$ cat src/rtl/zmod_adc_capture_v1_0.sv
`default_nettype none
// ============================================================================
// Module   : zmod_adc_capture_v1_0
// Brief    : Triggered circular capture buffer for the ZMOD ADC channel A
//            stream, with pre-trigger window and frozen-record readout.
//            Optional sample decimation is enabled by ZMOD_CAPTURE_DECIM_EN.
// Revision : 1.0 - initial release
// ============================================================================
module zmod_adc_capture_v1_0 #(
    parameter int AW      = 7,
    parameter int PRETRIG = 16,
    parameter int DW      = 14
) (
    input  logic                 clk,
    input  logic                 rst,
    input  logic signed [DW-1:0] is14_data_a,
`ifdef ZMOD_CAPTURE_DECIM_EN
    input  logic [7:0]           i8_decim,
`endif
    input  logic                 i_arm,
    input  logic                 i_force_trigger,
    input  logic signed [DW-1:0] is14_trig_level,
    input  logic                 i_trig_rising,
    input  logic [AW-1:0]        i7_rd_addr,
    output logic signed [DW-1:0] os14_rd_data,
    output logic                 or_armed,
    output logic                 or_triggered,
    output logic                 or_done,
    output logic [AW-1:0]        or7_trig_ptr
);

    localparam int             c_depth     = 1 << AW;
    localparam logic [AW-1:0]  c_pretrig   = AW'(PRETRIG);
    localparam logic [AW-1:0]  c_pre_last  = AW'(PRETRIG - 1);
    localparam logic [AW-1:0]  c_post_load = AW'(c_depth - PRETRIG - 1);

    typedef enum logic [2:0] {
        S_IDLE      = 3'd0,
        S_PRE_FILL  = 3'd1,
        S_WAIT_TRIG = 3'd2,
        S_POST_FILL = 3'd3,
        S_DONE      = 3'd4
    } state_t;

    state_t                r_state;
    state_t                w_state_nxt;
    logic [AW-1:0]         r_wr_ptr;
    logic [AW-1:0]         r_pre_cnt;
    logic [AW-1:0]         r_post_cnt;
    logic [AW-1:0]         r_trig_ptr;
    logic signed [DW-1:0]  r_prev;
    logic                  r_prev_valid;
    logic signed [DW-1:0]  r_rd_data;
    logic [AW-1:0]         w_rd_phys;
    logic                  w_accept;
    logic                  w_we;
    logic                  w_trig;
    logic                  w_level_hit;
    logic                  w_arm_ok;

    logic signed [DW-1:0]  r_mem [0:c_depth-1];

`ifdef ZMOD_CAPTURE_DECIM_EN
    logic [7:0] r_decim_cnt;

    assign w_accept = (r_decim_cnt == i8_decim);

    always_ff @(posedge clk) begin
        if (!rst) begin
            r_decim_cnt <= '0;
        end else if (i_arm || w_accept) begin
            r_decim_cnt <= '0;
        end else begin
            r_decim_cnt <= r_decim_cnt + 8'd1;
        end
    end
`else
    assign w_accept = 1'b1;
`endif

    assign w_arm_ok = i_arm && ((r_state == S_IDLE) || (r_state == S_DONE));

    always_comb begin
        w_state_nxt = r_state;
        w_we        = 1'b0;
        w_trig      = 1'b0;
        w_level_hit = 1'b0;
        // The comparison needs a real previous sample; after a PRETRIG=0 arm there is none yet.
        if (r_prev_valid) begin
            if (i_trig_rising) begin
                w_level_hit = (r_prev < is14_trig_level) && (is14_trig_level <= is14_data_a);
            end else begin
                w_level_hit = (r_prev >= is14_trig_level) && (is14_trig_level > is14_data_a);
            end
        end
        case (r_state)
            S_IDLE, S_DONE: begin
                if (i_arm) begin
                    w_state_nxt = (PRETRIG == 0) ? S_WAIT_TRIG : S_PRE_FILL;
                end
            end
            S_PRE_FILL: begin
                if (w_accept) begin
                    w_we = 1'b1;
                    if (r_pre_cnt == c_pre_last) begin
                        w_state_nxt = S_WAIT_TRIG;
                    end
                end
            end
            S_WAIT_TRIG: begin
                if (w_accept) begin
                    w_we   = 1'b1;
                    w_trig = i_force_trigger || w_level_hit;
                    if (w_trig) begin
                        w_state_nxt = (c_post_load == '0) ? S_DONE : S_POST_FILL;
                    end
                end
            end
            S_POST_FILL: begin
                // Counter holds the samples still owed after the trigger sample.
                if (w_accept) begin
                    w_we = 1'b1;
                    if (r_post_cnt == AW'(1)) begin
                        w_state_nxt = S_DONE;
                    end
                end
            end
            default: w_state_nxt = S_IDLE;
        endcase
    end

    always_ff @(posedge clk) begin
        if (!rst) begin
            r_state      <= S_IDLE;
            r_wr_ptr     <= '0;
            r_pre_cnt    <= '0;
            r_post_cnt   <= '0;
            r_trig_ptr   <= '0;
            r_prev       <= '0;
            r_prev_valid <= 1'b0;
        end else begin
            r_state <= w_state_nxt;
            if (w_arm_ok) begin
                r_pre_cnt    <= '0;
                r_prev_valid <= 1'b0;
            end
            if (w_we) begin
                r_wr_ptr     <= r_wr_ptr + 1'b1;
                r_prev       <= is14_data_a;
                r_prev_valid <= 1'b1;
                if (r_state == S_PRE_FILL) begin
                    r_pre_cnt <= r_pre_cnt + 1'b1;
                end
                if (r_state == S_POST_FILL) begin
                    r_post_cnt <= r_post_cnt - 1'b1;
                end
            end
            if (w_trig) begin
                r_trig_ptr <= r_wr_ptr;
                r_post_cnt <= c_post_load;
            end
        end
    end

    always_ff @(posedge clk) begin
        if (w_we) begin
            r_mem[r_wr_ptr] <= is14_data_a;
        end
    end

    // Logical index 0 is the oldest sample, PRETRIG places before the trigger.
    assign w_rd_phys = r_trig_ptr - c_pretrig + i7_rd_addr;

    always_ff @(posedge clk) begin
        if (!rst) begin
            r_rd_data <= '0;
        end else begin
            r_rd_data <= r_mem[w_rd_phys];
        end
    end

    assign os14_rd_data = r_rd_data;
    assign or_armed     = (r_state == S_PRE_FILL) || (r_state == S_WAIT_TRIG);
    assign or_triggered = (r_state == S_POST_FILL);
    assign or_done      = (r_state == S_DONE);
    assign or7_trig_ptr = r_trig_ptr;

endmodule
`default_nettype wire

$ cat config.mk
export PLATFORM = sky130hd
export DESIGN_NAME = zmod_adc_capture_v1_0
export DESIGN_NICKNAME = d
export VERILOG_FILES = /design/src/rtl/zmod_adc_capture_v1_0.sv
export SDC_FILE = /design/constraint.sdc
export NUM_CORES = 2
export LEC_CHECK = 0
export CAP_MARGIN = 10
export CORE_AREA = 4 4 431 433
export DETAILED_ROUTE_END_ITERATION = 10
export DIE_AREA = 0 0 435 437
export GPL_ROUTABILITY_DRIVEN = 0
export PLACE_DENSITY_LB_ADDON = 0.08
export SLEW_MARGIN = 20
export SYNTH_ARGS = -nofsm -noshare
export SYNTH_HDL_FRONTEND = slang
export SYNTH_SLANG_ARGS = --single-unit
$ cat constraint.sdc
create_clock -name clk -period 4.4 [get_ports clk]
set_input_delay 0.66 -clock clk [delete_from_list [all_inputs] [get_ports clk]]
set_output_delay 0.66 -clock clk [all_outputs]
set_load 0.01 [all_outputs]
==> results.sh <==
export IMPL_ys_warn_count=0
export IMPL_grt_max_degree=130
export IMPL_utilization_pct=46.56
export IMPL_io_pins=64
export IMPL_track_usage_pct=21.99
export IMPL_final_common_cell="edfxtp_1"
export IMPL_synth_area_per_cell_sq_um=20.55
export IMPL_antenna_found_initial=11
export IMPL_clock_fmax_mhz=232.8
export IMPL_die_h_um=437
export IMPL_rows=157
export IMPL_start_util_pct=39.78
export IMPL_portBuffers=63
export IMPL_hold_viol_final=0
export IMPL_cts_buffers=195
export IMPL_drtPass1Iterations=8
export IMPL_clk_latency_ps=840
export IMPL_die_w_um=435
export IMPL_htreeDepth=4
export IMPL_async_reset_ff_share_pct=0
export IMPL_drc=0
export IMPL_syn2layout_area_growth_pct=17.05
export IMPL_clk_path_buf_depth=3
export IMPL_layout_drive_gt1_share_pct=27.20
export IMPL_slew_headroom_pct=25.94
export IMPL_fill_cells=15090
export IMPL_ys_types=61
export IMPL_final_area_sq_um=84790
export IMPL_cp_max_fo=28
export IMPL_finalCritPeriodShare_pct=97.65
export IMPL_max_vdd_ir_drop_uv=356.3
export IMPL_num_vias=36640
export IMPL_nets=4029
export IMPL_core_area_sq_um=182100
export IMPL_drv_cap=0
export IMPL_worst_pin_slew_ps=1111
export IMPL_hp_class="input pin to flip-flop"
export IMPL_start_kind="flip-flop"
export IMPL_cts_tree="yes"
export IMPL_ys_ff_latch=1852
export IMPL_syn_area_sq_um=72440
export IMPL_finalClockSkew_ps=37.00
export IMPL_synth_seq_area_share_pct=75.94
export IMPL_postRouteAntennaNets=0
export IMPL_syn_nets=3609
export IMPL_status="finished, final reports clean"
export IMPL_postCtsSetupBuffers=0
export IMPL_hold_buffers=0
export IMPL_fp_dieArea_sq_um=190100
export IMPL_crit_required_ps=5120
export IMPL_p_leak_uw=0.02734
export IMPL_worstSetupPathType="flip-flop to flip-flop"
export IMPL_clkTransAtPathRegs_ps=60
export IMPL_synth_top_flop_cell="edfxtp_1"
export IMPL_worstPathArrival_ps=5020
export IMPL_root_buffer="clkbuf_16"
export IMPL_final_cell_mix="edfxtp_1, mux4_2, buf_4"
export IMPL_vias_per_cell=5.639
export IMPL_min_period_ps=4296
export IMPL_dp_hpwl_mm=134.8
export IMPL_grt_overflow=0
export IMPL_cellPowerDensity_nw_per_um2=449.8
export IMPL_first_iter_violations=3911
export IMPL_rsz0062_at_grt="false"
export IMPL_clock_sinks=1852
export IMPL_place_area_sq_um=78340
export IMPL_post_drt_wl_per_cell_um=32.37
export IMPL_grt_pass1_wl_mm=295.1
export IMPL_setup_viol=0
export IMPL_slew_viol_final=0
export IMPL_synth_edf_count=1792
export IMPL_grt_pass1_vias=37890
export IMPL_ctsResizeCount=2
export IMPL_routed_wl_mm=210.3
export IMPL_syn_instance_count=3525
export IMPL_critPathCaptureType="flip-flop"
-- cell type report --
type / instances / area [sq um] / area share [%]
Antenna cell: 2 / 5.005 / 0.005902
Sequential cell: 1852 / 55010 / 64.88
Timing Repair Buffer: 421 / 3836 / 4.524
Inverter: 43 / 161.4 / 0.1904
Multi-Input combinational cell: 1432 / 16410 / 19.36
Tap cell: 2385 / 2984 / 3.519
Clock inverter: 130 / 1356 / 1.600
Clock buffer: 233 / 5022 / 5.923
-- final timing paths --
| kind | end | startpoint | depth (start not counted) | slack, ps |
|---|---|---|---|---|
| hold reg to reg | r_prev[0] | r_prev[0] | 2 | 450 |
| setup / recovery | os14_rd_data[7] | or7_trig_ptr[1] | 14 | 100 |
| hold / removal | r_mem[106][2] | is14_data_a[2] | 1 | 110 |
| setup reg to reg | os14_rd_data[7] | or7_trig_ptr[1] | 14 | 100 |
-- logic make-up (layout without fill, tap and decap cells) --
| kind of cell | Yosys count | after routing | share of synthesized area, % |
|---|---|---|---|
| compound gates | 221 | 221 | 2.408 |
| mux | 545 | 545 | 15.27 |
| buf+inv | 241 | 827 | 1.532 |
| simple gates | 602 | 602 | 3.805 |
| other cells | 0 | 2 | 0 |
| flops | 1852 | 1852 | 75.94 |
| xor+xnor | 20 | 20 | 0.2781 |
| fa+ha+maj | 44 | 44 | 0.7703 |
-- worst max-delay path: stages, from the launching register on --
cell	delay, ps
dfxtp_1	440
ha_1	390
ha_4	140
inv_1	50
fa_1	430
nand2b_1	190
a21oi_4	200
xor2_4	300
buf_4	170
nand2_2	60
buf_12	180
buf_4	190
a211oi_1	690
a2111oi_0	270
or4_1	450
-- through the flow --
| stage | worst slack (ps) | TNS (ps) | total power [uW] | instances | hold slack (ps) |
|---|---|---|---|---|---|
| global route | 5.685 | 0 | 39380 | 6496 | 65.90 |
| global placement | -790.8 | -5152 | 22220 | 6131 | 445.0 |
| detailed placement | -782.9 | -5545 | 22250 | 6131 | 449.3 |
| CTS | 10.13 | 0 | 38550 | 6494 | 63.00 |
| finish | 103.5 | 0 | 38140 | 6498 | 108.2 |
| floorplan | 950.9 | 0 | 20900 | 3525 | 436.3 |
-- power by group --
| part | total [uW] | switching [uW] | internal [uW] |
|---|---|---|---|
| clock network | 16300 | 6930 | 9370 |
| logic | 2340 | 1480 | 865 |
| registers | 19500 | 89.9 | 19400 |
-- cell usage after synthesis (all sizes together), types with 2 or more instances --
cell type	count	area share, %
inv	42	0.22
nor2b	11	0.095
ha	43	0.74
a21oi	38	0.28
and4	14	0.17
xor2	11	0.17
clkbuf	101	0.53
o21a	4	0.041
mux4	448	14
nand2	242	1.3
or3	16	0.14
and3	2	0.017
nor3	8	0.055
a2111oi	41	0.50
and2	44	0.38
nand3b	4	0.041
a22oi	2	0.021
or4	15	0.16
edfxtp	1792	74
xnor2	9	0.11
a32oi	15	0.18
o311ai	9	0.11
a211oi	43	0.45
a32o	41	0.57
o21ai	9	0.062
nand3	38	0.26
nand2b	6	0.052
o22a	7	0.085
mux2i	97	1.3
a31o	2	0.024
a31oi	3	0.026
dfxtp	60	1.7
buf	97	0.78
nand4	23	0.20
nor2	169	0.88
or2	3	0.026
-- flip-flops by register name, indices dropped and copies added (netlist names) --
signal        count
r_mem          1792
os14_rd_data     14
r_prev           14
or7_trig_ptr      7
r_post_cnt        7
r_pre_cnt         7
r_wr_ptr          7
r_state           3
r_prev_valid      1
-- layer usage --
layer  share of wire [%]  global-route usage, %  vias to the layer above
met3                 5.5                  3.164                      272
met4                 3.1                  6.791                        0
li1                    -                      -                    15410
met2                  51                  37.89                     1236
met1                  40                  29.02                    19730
met5                   0                      0                        -
(Power assumes the default switching activity.)
